===== config.mk =====
export PLATFORM = sky130hd
export DESIGN_NAME = uart_rx
export DESIGN_NICKNAME = d
export VERILOG_FILES = /design/src/rtl/uart_pkg.sv /design/src/rtl/uart_rx_sync.sv /design/src/rtl/uart_rx.sv
export SDC_FILE = /design/constraint.sdc
export NUM_CORES = 1
export LEC_CHECK = 0
export CORE_ASPECT_RATIO = 0.8
export CORE_MARGIN = 2
export CORE_UTILIZATION = 30
export DETAILED_ROUTE_END_ITERATION = 8
export PLACE_DENSITY = 0.57
export SYNTH_ARGS = -nofsm -noshare
export SYNTH_HDL_FRONTEND = slang
export SYNTH_SLANG_ARGS = --single-unit

===== constraint.sdc =====
create_clock -name clk -period 1.9 [get_ports clk]
set_input_delay 0.38 -clock clk [delete_from_list [all_inputs] [get_ports clk]]
set_output_delay 0.38 -clock clk [all_outputs]
set_load 0.01 [all_outputs]

===== src/rtl/uart_pkg.sv =====
// Shared UART definitions: receiver state encoding and the default bit
// duration used by both the transmitter and the receiver.
package uart_pkg;

  // 200 MHz clock / 115200 baud
  localparam int unsigned UART_BITDUR = 1736;

  typedef enum logic [2:0] {
    IDLE  = 3'd0,
    START = 3'd1,
    DATA  = 3'd2,
    STOP  = 3'd3,
    BRK   = 3'd4
  } rx_state_e;

endpackage


===== src/rtl/uart_rx_sync.sv =====
// Two-flop synchronizer for the asynchronous serial line. Both flops reset
// high so an idle line never looks like a start bit coming out of reset.
module uart_rx_sync (
  input  logic clk,
  input  logic reset,
  input  logic in,
  output logic sin
);

  logic s1_q, s1_d;
  logic s2_q, s2_d;

  // next-state: plain shift chain
  always_comb begin
    s1_d = in;
    s2_d = s1_q;
  end

  // synchronizer flops, reset to the idle level
  always_ff @(posedge clk) begin
    if (reset) begin
      s1_q <= 1'b1;
      s2_q <= 1'b1;
    end else begin
      s1_q <= s1_d;
      s2_q <= s2_d;
    end
  end

  assign sin = s2_q;

endmodule


===== src/rtl/uart_rx.sv =====
// 8N1 UART receiver with a valid/ready holding register.
// Optional macro UART_RX_MAJORITY_EN: each bit sample becomes the 2-of-3
// majority of the synchronized line over the sample cycle and the two
// cycles before it, rejecting single-cycle glitches.
module uart_rx
  import uart_pkg::*;
#(
  parameter int unsigned BITDUR = UART_BITDUR
) (
  input  logic       clk,
  input  logic       reset,
  input  logic       in,
  output logic [7:0] data,
  output logic       valid,
  input  logic       ready,
  output logic       busy,
  output logic       frameErr,
  output logic       overrun
);

  localparam int unsigned CTR_W = $clog2(BITDUR);
  localparam int unsigned H     = BITDUR / 2;
  localparam logic [CTR_W-1:0] CTR_HALF = CTR_W'(H - 1);
  localparam logic [CTR_W-1:0] CTR_LAST = CTR_W'(BITDUR - 1);

  logic sin;
  logic sample;

  rx_state_e        state_q, state_d;
  logic [CTR_W-1:0] ctr_q, ctr_d;
  logic [2:0]       i_q, i_d;
  logic [7:0]       shreg_q, shreg_d;
  logic [7:0]       data_q, data_d;
  logic             valid_q, valid_d;
  logic             fe_q, fe_d;
  logic             ov_q, ov_d;

  uart_rx_sync u_sync (
    .clk   (clk),
    .reset (reset),
    .in    (in),
    .sin   (sin)
  );

`ifdef UART_RX_MAJORITY_EN
  // hist_q[0] is sin one cycle ago, hist_q[1] two cycles ago
  logic [1:0] hist_q, hist_d;
  logic [2:0] hist;

  // history shift and 2-of-3 vote over {t-2, t-1, t}
  always_comb begin
    hist_d = {hist_q[0], sin};
    hist   = {hist_q, sin};
    sample = (hist[0] & hist[1]) | (hist[0] & hist[2]) | (hist[1] & hist[2]);
  end

  // history register, reset to the idle level
  always_ff @(posedge clk) begin
    if (reset) hist_q <= '1;
    else       hist_q <= hist_d;
  end
`else
  assign sample = sin;
`endif

  // frame FSM next-state plus holding-register update
  always_comb begin
    state_d = state_q;
    ctr_d   = ctr_q;
    i_d     = i_q;
    shreg_d = shreg_q;
    data_d  = data_q;
    valid_d = valid_q;
    fe_d    = 1'b0;
    ov_d    = 1'b0;

    // consumption happens first; a completing byte below overrides it
    if (valid_q && ready) valid_d = 1'b0;

    case (state_q)
      IDLE: begin
        if (!sin) begin
          state_d = START;
          ctr_d   = '0;
        end
      end
      START: begin
        if (ctr_q == CTR_HALF) begin
          if (!sample) begin
            state_d = DATA;
            ctr_d   = '0;
            i_d     = '0;
          end else begin
            state_d = IDLE;
          end
        end else begin
          ctr_d = ctr_q + 1'b1;
        end
      end
      DATA: begin
        if (ctr_q == CTR_LAST) begin
          shreg_d[i_q] = sample;
          ctr_d        = '0;
          if (i_q == 3'd7) state_d = STOP;
          else             i_d     = i_q + 3'd1;
        end else begin
          ctr_d = ctr_q + 1'b1;
        end
      end
      STOP: begin
        if (ctr_q == CTR_LAST) begin
          ctr_d = '0;
          if (sample) begin
            data_d  = shreg_q;
            valid_d = 1'b1;
            ov_d    = valid_q && !ready;
            state_d = IDLE;
          end else begin
            fe_d    = 1'b1;
            state_d = BRK;
          end
        end else begin
          ctr_d = ctr_q + 1'b1;
        end
      end
      BRK: begin
        if (sin) state_d = IDLE;
      end
      default: state_d = IDLE;
    endcase
  end

  // state and output registers
  always_ff @(posedge clk) begin
    if (reset) begin
      state_q <= IDLE;
      ctr_q   <= '0;
      i_q     <= '0;
      shreg_q <= '0;
      data_q  <= '0;
      valid_q <= 1'b0;
      fe_q    <= 1'b0;
      ov_q    <= 1'b0;
    end else begin
      state_q <= state_d;
      ctr_q   <= ctr_d;
      i_q     <= i_d;
      shreg_q <= shreg_d;
      data_q  <= data_d;
      valid_q <= valid_d;
      fe_q    <= fe_d;
      ov_q    <= ov_d;
    end
  end

  assign data     = data_q;
  assign valid    = valid_q;
  assign busy     = (state_q != IDLE);
  assign frameErr = fe_q;
  assign overrun  = ov_q;

endmodule


======== Word-level counts from Yosys, hierarchy flattened ========
Index checks and enable logic that the tools add are counted.
storage, ports and cells
  bits in latches ......................... 0
  bits in writable memories ............... 0
  memories ................................ 0
  flip-flop bits (word level) ............. 38
  bits of input ports ..................... 4
  bits in read-only memories .............. 0
operators by class
  $lt $le $gt $ge ......................... 2
  div/mod/pow operators ................... 0
  muxes and demuxes ....................... 26
  reduce and logical (&&, ||, !) cells .... 15
  $mul .................................... 0
  add/subtract/negate cells ............... 2
  bitwise gates (word level) .............. 3
  shift operators ......................... 0
  equal/unequal tests ..................... 15
operator list
  cell                                                                count
  two-way mux 11 bit                                                  3
  two-way mux 3 bit                                                   11
  one-hot mux 11 bit (3 select lines)                                 1
  one-hot mux 3 bit (5 select lines)                                  1
  != test 2 bit (second input constant)                               7
  adder 11 x 1 -> 11 bit (second input constant)                      1
  equality test 11 x 10 -> 1 bit (second input constant)              1
  equality test 11 bit (second input constant)                        1
  bitwise mux 8 bit                                                   1
  equality test 3 x 2 -> 1 bit (second input constant)                2
  equality test 3 bit (second input constant)                         2
  two-way mux 1 bit                                                   6
  one-hot mux 3 bit (2 select lines)                                  1
  AND reduction 6 bit                                                 1
  nonzero test 3 bit                                                  2
  AND reduction 5 bit                                                 1
  < comparator 3 x 4 -> 1 bit (second input constant)                 1
  OR reduction 4 bit                                                  1
  adder 3 x 1 -> 3 bit (second input constant)                        1
  demux 1 bit (select 3 bit)                                          1
  equality test 3 x 1 -> 1 bit (second input constant)                1
  greater-or-equal comparator 3 x 1 -> 1 bit (second input constant)  1
  logical AND 1 bit                                                   3
  zero test 3 bit                                                     1
  9 further kinds                                                     11

======== Longest topological paths before layout ========
Gate-level depths: netlist of run 1.
  depth after elaboration ................. 5
  mapped depth ............................ 8
  depth with buffers taken out ............ 6

======== By module ========
From an unflattened synthesis of run 1, not the netlist that was laid out.
unflattened totals
  cell total of the unflattened synthesis .. 220
  area, all modules ....................... 1903.1 um^2
modules (own cells, without submodules)
  module        cells an instance  area each (um^2)  times used
  uart_rx       216                1850.5            1
  uart_rx_sync  4                  52.6              1

======== Worst setup path after synthesis of run 1 ========
Ideal clock, no wire load.
  path kind ............................... register -> register
  start point ............................. register ctr_q[0]
  end point ............................... register ctr_q[2]
  cell stages (with the launch flop) ...... 7
  period minus slack after synthesis ...... 1.703 ns
  slack ................................... 0.197 ns
  arrival ................................. 1.583 ns
  path through ............................ dfxtp_1 ha_1 and4bb_2 buf_6 a41oi_1 and4b_1 a211o_1
on the way
  word-level cells in the longest chain between the ends .. 3
RTL lines
  item                                                  RTL line                                       source
  start: declaration                                    uart_rx.sv:30                                  logic [CTR_W-1:0] ctr_q, ctr_d;
  start signal: assignment                              uart_rx.sv:146                                 ctr_q <= ctr_d;
  adder 11 x 1 -> 11 bit, or another cell as far along  uart_rx.sv:97, uart_rx.sv:107, uart_rx.sv:123
  two-way mux 11 bit (on tied branches)                 uart_rx.sv:101, uart_rx.sv:111, uart_rx.sv:88
  one-hot mux 11 bit (3 select lines) *                 uart_rx.sv:80                                  case (state_q)
Mark *: on every way between the ends. The rest lies on a longest branch, timed or not.
A chain may end at the register's enable or synchronous reset.

======== Worst setup path in the final report of run 1 ========
  start point ............................. register ctr_q[0]
  end point ............................... register ctr_q[7]
Same word-level chain as after synthesis.

==> results of run 1 <==
-- registers in the layout, summed over array words and instances, names as in the netlist --
name / count
ctr_q: 11
data: 8
shreg_q: 8
i_q: 3
state_q: 3
frameErr: 1
overrun: 1
u_sync.s1_q: 1
u_sync.sin: 1
valid: 1
-- cell families after synthesis --
family,Yosys count,share of synthesized area (%)
AND/OR/NAND/NOR,105,31.0
AO/OA/AOI/OAI,63,20.6
flip-flops,38,37.0
buffers and inverters,24,6.81
multiplexers,4,1.95
adder cells (fa/ha/maj),3,1.82
XOR/XNOR,2,0.851
-- final cells by class --
class	count	area (um2)	share of cell area, %
inverters	2	7.51	0.302
repair buffers	40	338	13.6
clock inverters	3	45.0	1.81
flip-flops and latches	38	767	30.8
well taps	84	105	4.22
multi-input cells	177	1160	46.5
clock buffers	5	68.8	2.77
-- layer usage --
metal	track usage, %	routed length, um
met2	21.2	2160
met3	3.92	331
met4	4.37	48
met1	20.8	2670
met5	0	0
-- power by group --
part / switching (W) / internal, W / total [W] / leakage [nW]
clock network: 0.000309 / 0.000391 / 0.000700 / 0.0504
logic: 0.0000529 / 0.0000299 / 0.0000827 / 0.471
registers: 0.00000557 / 0.000799 / 0.000805 / 0.308
-- worst max path at each step --
stage	to	cells after the start	slack, ns	startpoint
after floorplan	ctr_q[2]$_SDFFE_PP0P_	6	0.20	ctr_q[0]$_SDFFE_PP0P_
after global placement	ctr_q[6]$_SDFFE_PP0P_	6	0.14	ctr_q[0]$_SDFFE_PP0P_
after detailed placement	ctr_q[2]$_SDFFE_PP0P_	5	0.09	reset
after CTS	busy	3	0.01	state_q[2]$_SDFFE_PP0P_
after global routing	ctr_q[7]$_SDFFE_PP0P_	5	0.0008	ctr_q[0]$_SDFFE_PP0P_
final	ctr_q[7]$_SDFFE_PP0P_	5	0.09	ctr_q[0]$_SDFFE_PP0P_
-- worst max-delay path: cells and delay by family, from the launching register on --
family,cells,cell delay [ns]
adder cells (fa/ha/maj),1,0.18
AO/OA/AOI/OAI,2,0.75
flip-flops,1,0.35
AND/OR/NAND/NOR,2,0.42
-- metrics by stage --
step	hold slack, ns	power (W)
after floorplan	0.389	0.000875
after global routing	0.448	0.00165
final	0.414	0.00159
after detailed placement	0.399	0.000906
after global placement	0.391	0.000905
after CTS	0.418	0.00160
-- timing repair --
| action | CTS | global route |
|---|---|---|
| pin swaps | 0 | 1 |
| gates resized for setup | 2 | 2 |
| setup endpoints to repair | 1 | 10 |
| buffers inserted | 0 | 1 |
-- cell usage in the layout (no fill, tap or decap), types with 2 or more instances in the layout --
| cell | synthesis | layout |
|---|---|---|
| dfxtp_1 | 38 | 35 |
| buf_4 | 4 | 25 |
| nand3_1 | 24 | 24 |
| a21oi_1 | 20 | 20 |
| clkdlybuf4s50_1 | 0 | 15 |
| nor2_1 | 14 | 14 |
| o21ai_0 | 14 | 14 |
| nand2_1 | 10 | 10 |
| nand4_1 | 9 | 9 |
| nor3_1 | 8 | 8 |
| nor4_1 | 5 | 5 |
| clkbuf_8 | 0 | 5 |
| and2_1 | 4 | 4 |
| o31ai_1 | 4 | 4 |
| nor2b_1 | 4 | 4 |
| mux2i_1 | 4 | 4 |
| nand2b_1 | 4 | 4 |
| or2_2 | 4 | 4 |
| a221o_1 | 4 | 4 |
| nor4b_1 | 3 | 3 |
| a211oi_1 | 3 | 3 |
| o211ai_1 | 3 | 3 |
| ha_1 | 3 | 3 |
| inv_1 | 2 | 2 |
| and3_1 | 2 | 2 |
| and4_4 | 2 | 2 |
| a311oi_1 | 2 | 2 |
| a41oi_1 | 2 | 2 |
| a211o_1 | 2 | 2 |
| xnor2_1 | 2 | 2 |
| a22o_1 | 2 | 2 |
| and4_1 | 2 | 2 |
| clkinvlp_4 | 0 | 2 |
| dfxtp_2 | 0 | 2 |
==> impl_results.md, run 1 <==
- Fin. max-slew vios: 0
- Post-synth EDFFs: 0
- Top-count cell post-synth: dfxtp_1
- Worst-Margin Slew: 0.418 ns
- Syn_nets: 246
- Worst-path clk slew: 0.08 ns
- Clock Skews: 0.00883 ns
- Pwr dens: 638 nW/um2
- Starting density of the core: 31.6%
- CTS Buf Count: 5
- Cell Area, Synth: 2060 um2
- Top post-synthesis cells by count: 38 x dfxtp_1, 24 x nand3_1, 20 x a21oi_1, 14 x nor2_1, 14 x o21ai_0
- Vias in the first global route: 1,851
- VDD IR max: 0.232 mV
- Antenna diodes: 0
- Fin. Hold Viols: 0
- Layout cells sized above 1: 18.5%
- Clk root buf: clkbuf_8
- Synth warn: 0
- CP Capture Type: register
- Fmax: 0.551 GHz
- Post-synth ARST share: 0%
- ANT nets after route: 0
- Endpoints failing setup: 0
- Yosys cell types: 51
- Largest area contributor in the synthesized netlist: dfxtp_1
- Final worst slack: 0.0866 ns
- Placed cell count: 340
- Leakage: 0.830 nW
- Dpl hpwl: 3680 um
- FF-to-FF End: ctr_q[7]$_SDFFE_PP0P_
- GR Util All Layers: 14.5%
- Yosys reg bits: 38
- Routed wire length: 5210 um
- Crit-path max FO: 9
- CP cell instances: ha_1 > and4bb_2 > a41o_1 > nor3_4 > a221o_1
- Period utilization: 95.4%
- Post-layout util: 38.3%
- Wire per inst: 14.9 um
- Required @ worst endpoint: 2.08 ns
- Core area: 6510 um2
- First-pass DRT Iterations: 4
- Hold_sp: u_sync.s1_q$_SDFF_PP1_
- Grt total ovfl: 0
- Finished Layout Cells: 349
- Syn avg cell area: 8.61 um2
- TritonCTS clock tree: done
- CP Class: reg -> reg
- Vias: 1,936
- Routability cong.: 0.852
- Worst Hold End: u_sync.sin$_SDFF_PP1_
- Worst skew pair latency: 0.29 ns
- Synth area leaders: dfxtp_1 37%, nand3_1 5.8%, a21oi_1 4.9%
- Area share of the largest cell type after synthesis: 37.0%
- R2R Setup Slk: 0.09 ns
- RSZ-0062 raised after global routing: no
- Placed inst area: 2360 um2
- Register area share after synthesis: 37.0%
- Post-route cell area: 2490 um2
- Hold Buf Count CTS: 0
- H-tree depth: 2
- Pin count of the biggest net entering global routing: 27
- # DRC: 0
- Longest Clk Path Bufs: 2
- Top FF cell, synth: dfxtp_1
- Number of fill cells: 661
- DR vias/cell: 5.55
- Clock sinks: 38
- Crit path DAT: 2.00 ns
- Reg2reg start: ctr_q[0]$_SDFFE_PP0P_
- Area growth from synthesis to layout: 20.9%
- Final nets: 271
- Sum Neg Setup Slack: 0 ns
- Worst hold stages: 1
- Initial antenna violation count: 0
- Synth Instances: 239
- Place WS: 0.0861 ns
- Outcome: completed
- First-pass GRT wire length: 9050 um
- Die Area: 7540 um2
- # IOs: 16
- Slowest CP cell: a41o_1
- Chip Width: 96.6 um
- First DRT Iteration DRCs: 178
- Worst min path class: reg -> reg
- Number of port buffers: 15
- Crit path largest cell delay: 0.44 ns
- R2R depth: 5
- Final Critical Period: 1.81 ns
- Die Ht: 78.1 um
- Worst slew margin: 72.1%
- Row count: 26
- CP Launch Type: register
- Max Cap Viol: 0
(Power assumes the default switching activity.)
==> run 2, diff against run 1 <==
--- a/config.mk
+++ b/config.mk
@@ -5,11 +5,13 @@
 export SDC_FILE = /design/constraint.sdc
 export NUM_CORES = 1
 export LEC_CHECK = 0
+export CAP_MARGIN = 30
 export CORE_ASPECT_RATIO = 0.8
 export CORE_MARGIN = 2
 export CORE_UTILIZATION = 30
 export DETAILED_ROUTE_END_ITERATION = 8
-export PLACE_DENSITY = 0.57
+export HOLD_SLACK_MARGIN = 0.06
+export PLACE_DENSITY = 0.58
 export SYNTH_ARGS = -nofsm -noshare
 export SYNTH_HDL_FRONTEND = slang
 export SYNTH_SLANG_ARGS = --single-unit
==> constraint.sdc (replaced) <==
create_clock -name clk -period 1.45 [get_ports clk]
set_input_delay 0.29 -clock clk [delete_from_list [all_inputs] [get_ports clk]]
set_output_delay 0.29 -clock clk [all_outputs]
set_load 0.01 [all_outputs]
==> impl_results.md, run 2 (synthesis gave the netlist of run 1 again) <==
- Outcome: finished, violations left
- Failing checks: setup timing
- CTS Buf Count: 5
- Number of fill cells: 597
- First-pass GRT wire length: 9540 um
- Hold Buf Count CTS: 0
- DR vias/cell: 5.42
- R2R Setup Slk: -0.25 ns
- Max Cap Viol: 0
- # IOs: 16
- Layout cells sized above 1: 47.5%
- Place WS: -0.279 ns
- # DRC: 0
- Core area: 6510 um2
- Worst slew margin: 78.6%
- Commonest non-fill, non-tap cell in the layout: buf_4
- First-pass DRT Iterations: 4
- Starting density of the core: 31.6%
- Endpoints failing setup: 35
- Final worst slack: -0.250 ns
- Final Critical Period: 1.70 ns
- Pin count of the biggest net entering global routing: 23
- Clk root buf: clkbuf_8
- Fin. max-slew vios: 0
- Area growth from synthesis to layout: 53.4%
- Worst skew pair latency: 0.30 ns
- Leakage: 1.15 nW
- Max reg flops: 11
- Largest reg by FF count: ctr_q
- TritonCTS clock tree: done
- Worst-Margin Slew: 0.316 ns
- Reg2reg start: ctr_q[1]$_SDFFE_PP0P_
- Grt total ovfl: 0
- Post-route cell area: 3160 um2
- H-tree depth: 2
- Final nets: 305
- Wire per inst: 15.6 um
- R2R depth: 5
- Dpl hpwl: 3900 um
- CP Class: reg -> reg
- Antenna diodes: 0
- FF-to-FF End: ctr_q[10]$_SDFFE_PP0P_
- Die Area: 7540 um2
- Most frequent cells in the layout: 46 x buf_4, 28 x dfxtp_1, 15 x nand3_1, 12 x o21ai_1, 11 x a21oi_1
- Fin. Hold Viols: 0
- Number of port buffers: 15
- Period utilization: 117%
- Multi-input gate area: 1480 um2
- Worst Hold End: u_sync.sin$_SDFF_PP1_
- VDD IR max: 0.435 mV
- Hold_sp: u_sync.s1_q$_SDFF_PP1_
- Chip Width: 96.6 um
- Worst min path class: reg -> reg
- Worst-path clk slew: 0.09 ns
- ANT nets after route: 0
- Vias: 2,076
- Row count: 26
- Routed wire length: 5960 um
- RSZ-0062 raised after global routing: yes
- Required @ worst endpoint: 1.63 ns
- Clock Skews: 0.0128 ns
- CP Capture Type: register
- Die Ht: 78.1 um
- CP Launch Type: register
- Clock sinks: 38
- Crit-path max FO: 8
- Fmax: 0.588 GHz
- Vias in the first global route: 1,922
- Placed inst area: 2660 um2
- Pwr dens: 716 nW/um2
- Routability cong.: 0.868
- Worst hold stages: 1
- Initial antenna violation count: 0
- FF+latch area: 783 um2
- First DRT Iteration DRCs: 149
- Crit path DAT: 1.88 ns
- GR Util All Layers: 15.4%
- Longest Clk Path Bufs: 2
==> run 2: cell count changes in the layout (fill, tap and decap cells not counted), moves of 4 or more <==
cell             previous run  this run
nand3_2                     0         9
clkdlybuf4s50_1            15         3
a21oi_2                     1         9
nor2_1                     14        10
buf_4                      25        46
dlygate4sd2_1               0         9
a21oi_1                    20        11
dfxtp_1                    35        28
o21ai_0                    14         0
dfxtp_2                     2         6
buf_6                       0         9
o21ai_1                     0        12
nand3_1                    24        15
==> run 2: worst max-delay path, stage by stage, from the launching register on <==
cell and delay, ns:
dfxtp_4 0.36, ha_4 0.16, and4bb_4 0.23, a41o_2 0.34
buf_4 0.17, o41ai_1 0.34
==> run 2: stage by stage <==
stage	setup TNS [ns]	total power (W)	util, %	hold WS [ns]	std cells
CTS	-5.23	0.00227	45.7	0.418	377
global route	-7.57	0.00234	48.5	0.428	383
finish	-5.49	0.00226	48.5	0.415	383
detailed placement	-7.38	0.00122	40.8	0.398	365
global placement	-6.45	0.00122	40.8	0.398	365
floorplan	-0.902	0.00115	-	0.389	239
==> run 2: how the worst max path moves through the flow <==
stage | startpoint | end | slack (ns) | cells after the start
2_1_floorplan | ctr_q[2]$_SDFFE_PP0P_ | ctr_q[5]$_SDFFE_PP0P_ | -0.11 | 6
3_5_place_dp | ctr_q[1]$_SDFFE_PP0P_ | ctr_q[5]$_SDFFE_PP0P_ | -0.28 | 5
6_report | ctr_q[1]$_SDFFE_PP0P_ | ctr_q[10]$_SDFFE_PP0P_ | -0.25 | 5
3_3_place_gp | reset | ctr_q[2]$_SDFFE_PP0P_ | -0.26 | 5
4_1_cts | ctr_q[1]$_SDFFE_PP0P_ | ctr_q[7]$_SDFFE_PP0P_ | -0.23 | 6
5_1_grt | ctr_q[0]$_SDFFE_PP0P_ | ctr_q[10]$_SDFFE_PP0P_ | -0.33 | 5
==> run 2: what timing repair did <==
action,4_1_cts,5_1_grt
gates cloned,2,0
pin swaps,31,24
buffers inserted,2,6
setup endpoints to repair,46,39
resized for setup,59,39
==> run 2: area by class of cell <==
type | count | area share, %
Tap cell | 84 | 3.33
Inverter | 2 | 0.238
Timing Repair Buffer | 73 | 20.5
Clock buffer | 6 | 2.97
Sequential cell | 38 | 24.8
Clock inverter | 2 | 1.23
Multi-Input combinational cell | 178 | 47.0
==> run 2: power breakdown <==
group | internal, W | switching, W
registers | 0.00104 | 0.00000772
logic | 0.0000735 | 0.0000954
clock network | 0.000620 | 0.000422
==> run 2: metal layers <==
metal  GRT usage, %  share of wire [%]
met3           2.67                3.4
met5              0                  0
met4           4.65               0.37
met1           22.0                 49
met2           23.7                 47
==> run 3, diff against run 2 <==
--- a/config.mk
+++ b/config.mk
@@ -5,8 +5,7 @@
 export SDC_FILE = /design/constraint.sdc
 export NUM_CORES = 1
 export LEC_CHECK = 0
-export CAP_MARGIN = 30
-export CORE_ASPECT_RATIO = 0.8
+export CORE_ASPECT_RATIO = 2
 export CORE_MARGIN = 2
 export CORE_UTILIZATION = 30
 export DETAILED_ROUTE_END_ITERATION = 8
==> impl_results.md, run 3 (synthesis gave the netlist of run 1 again) <==
- Worst skew pair latency: 0.29 ns
- Chip Width: 62.6 um
- Worst slew margin: 75.6%
- TritonCTS clock tree: done
- Hold Buf Count CTS: 0
- Vias: 2,119
- DR vias/cell: 5.43
- Finished Layout Cells: 390
- Wire per inst: 16.6 um
- Final nets: 308
- Switching power: 0.000568 W
- Largest reg by FF count: ctr_q
- Register share of total power: 40.4%
- Max reg flops: 11
- Period utilization: 112%
- Max Cap Viol: 0
- Layout cells sized above 1: 43.0%
- Die Ht: 121 um
- Routed wire length: 6480 um
- Clk root buf: clkbuf_16
- Number of port buffers: 15
- Commonest non-fill, non-tap cell in the layout: buf_4
- Longest Clk Path Bufs: 2
- Hold_sp: u_sync.s1_q$_SDFF_PP1_
- CP Launch Type: register
- Clock network power share: 53.2%
- Clock Skews: 0.00503 ns
- Fmax: 0.618 GHz
- Fin. max-slew vios: 0
- Number of fill cells: 675
- Placed cell count: 370
- Switching share of power: 21.8%
- FF-to-FF End: shreg_q[4]$_SDFFE_PP0P_
- Leakage: 1.25 nW
- Initial antenna violation count: 0
- GR Util All Layers: 17.8%
- R2R Setup Slk: -0.17 ns
- ANT nets after route: 0
- Failing checks: setup timing
- CP Class: reg -> reg
- First-pass DRT Iterations: 4
- Endpoints failing setup: 35
- Dpl hpwl: 4600 um
- Internal power consumption: 0.00204 W
- Worst-path clk slew: 0.06 ns
- Placed inst area: 2630 um2
- CTS Buf Count: 5
- # DRC: 0
- Sum Neg Setup Slack: -3.89 ns
- Row count: 42
- First-pass GRT wire length: 10,500 um
- CP Capture Type: register
- R2R depth: 6
- RSZ-0062 raised after global routing: yes
- Pin count of the biggest net entering global routing: 21
- Crit path capture: shreg_q[4]$_SDFFE_PP0P_
- Required @ worst endpoint: 1.62 ns
- Starting density of the core: 31.1%
- Worst min path class: reg -> reg
- Final Critical Period: 1.62 ns
- CP startpoint: ctr_q[1]$_SDFFE_PP0P_
- Final worst slack: -0.169 ns
- Outcome: finished, violations left
- Worst-Margin Slew: 0.366 ns
- Crit path DAT: 1.79 ns
- Routability cong.: 0.867
- Core area: 6620 um2
- Crit-path max FO: 7
- Grt total ovfl: 0
- Area growth from synthesis to layout: 53.7%
- Most frequent cells in the layout: 56 x buf_4, 28 x dfxtp_1, 23 x nand3_1, 15 x a21oi_1, 11 x nor2_1
- Combinational share of power: 6.4%
- Clock sinks: 38
- Die Area: 7580 um2
- First DRT Iteration DRCs: 85
- H-tree depth: 2
- Post-route cell area: 3160 um2
- Vias in the first global route: 2,169
- Pwr dens: 823 nW/um2
- # IOs: 16
- Antenna diodes: 0
- Place WS: -0.284 ns
- Reg2reg start: ctr_q[1]$_SDFFE_PP0P_
- Fin. Hold Viols: 0
- VDD IR max: 0.600 mV
-- run 3: how the worst min path moves through the flow --
stage                            end  slack (ns)  cells past startpoint
3_3_place_gp   u_sync.sin$_SDFF_PP1_        0.39                      1
6_report       u_sync.sin$_SDFF_PP1_        0.41                      1
2_1_floorplan  u_sync.sin$_SDFF_PP1_        0.39                      1
4_1_cts        u_sync.sin$_SDFF_PP1_        0.41                      1
5_1_grt        u_sync.sin$_SDFF_PP1_        0.42                      1
3_5_place_dp   u_sync.sin$_SDFF_PP1_        0.40                      1
-- run 3: layout make-up --
cell class / instances / area [um2] / share of cell area (%)
clock buffers: 6 / 150 / 4.74
clock inverters: 2 / 38.8 / 1.23
inverters: 2 / 7.51 / 0.237
multi-input cells: 178 / 1430 / 45.2
flip-flops and latches: 38 / 783 / 24.8
well taps: 88 / 110 / 3.48
repair buffers: 76 / 646 / 20.4
-- run 3: timing repair --
| item | 4_1_cts | 5_1_grt |
|---|---|---|
| hold endpoints to repair | 0 | 0 |
| buffers inserted | 6 | 5 |
| pin swaps | 20 | 20 |
| gates resized for setup | 43 | 33 |
| endpoints found under the setup margin | 37 | 45 |
| gates cloned | 1 | 0 |
-- run 3: through the flow --
stage,utilization [%],total power [W],hold WS (ns)
finish,47.8,0.00261,0.408
global route,47.8,0.00268,0.422
CTS,45.6,0.00262,0.411
detailed placement,39.8,0.00122,0.396
global placement,39.8,0.00122,0.394
floorplan,-,0.00115,0.389
-- run 3: power by group through the flow --
stage | Combinational (W) | Clock (W) | Sequential, W
CTS | 0.000160 | 0.00141 | 0.00105
finish | 0.000167 | 0.00138 | 0.00105
global placement | 0.000145 | 0 | 0.00108
detailed placement | 0.000146 | 0 | 0.00108
floorplan | 0.0000760 | 0 | 0.00108
global route | 0.000179 | 0.00145 | 0.00105
-- run 3: layer usage --
metal | vias to the layer above | part of all wire (%) | GRT usage, %
met5 | - | 0 | 0
met4 | 0 | 5.6 | 12.4
met3 | 23 | 2.6 | 2.88
met2 | 50 | 57 | 35.0
met1 | 1013 | 34 | 16.1
li1 | 1033 | - | -
-- run 3: critical path: stages (launching register included) --
cell      delay [ns]
dfxtp_4         0.35
ha_4            0.13
and4bb_4        0.30
buf_6           0.13
nand4_1         0.22
o31ai_1         0.29
a21oi_1         0.09
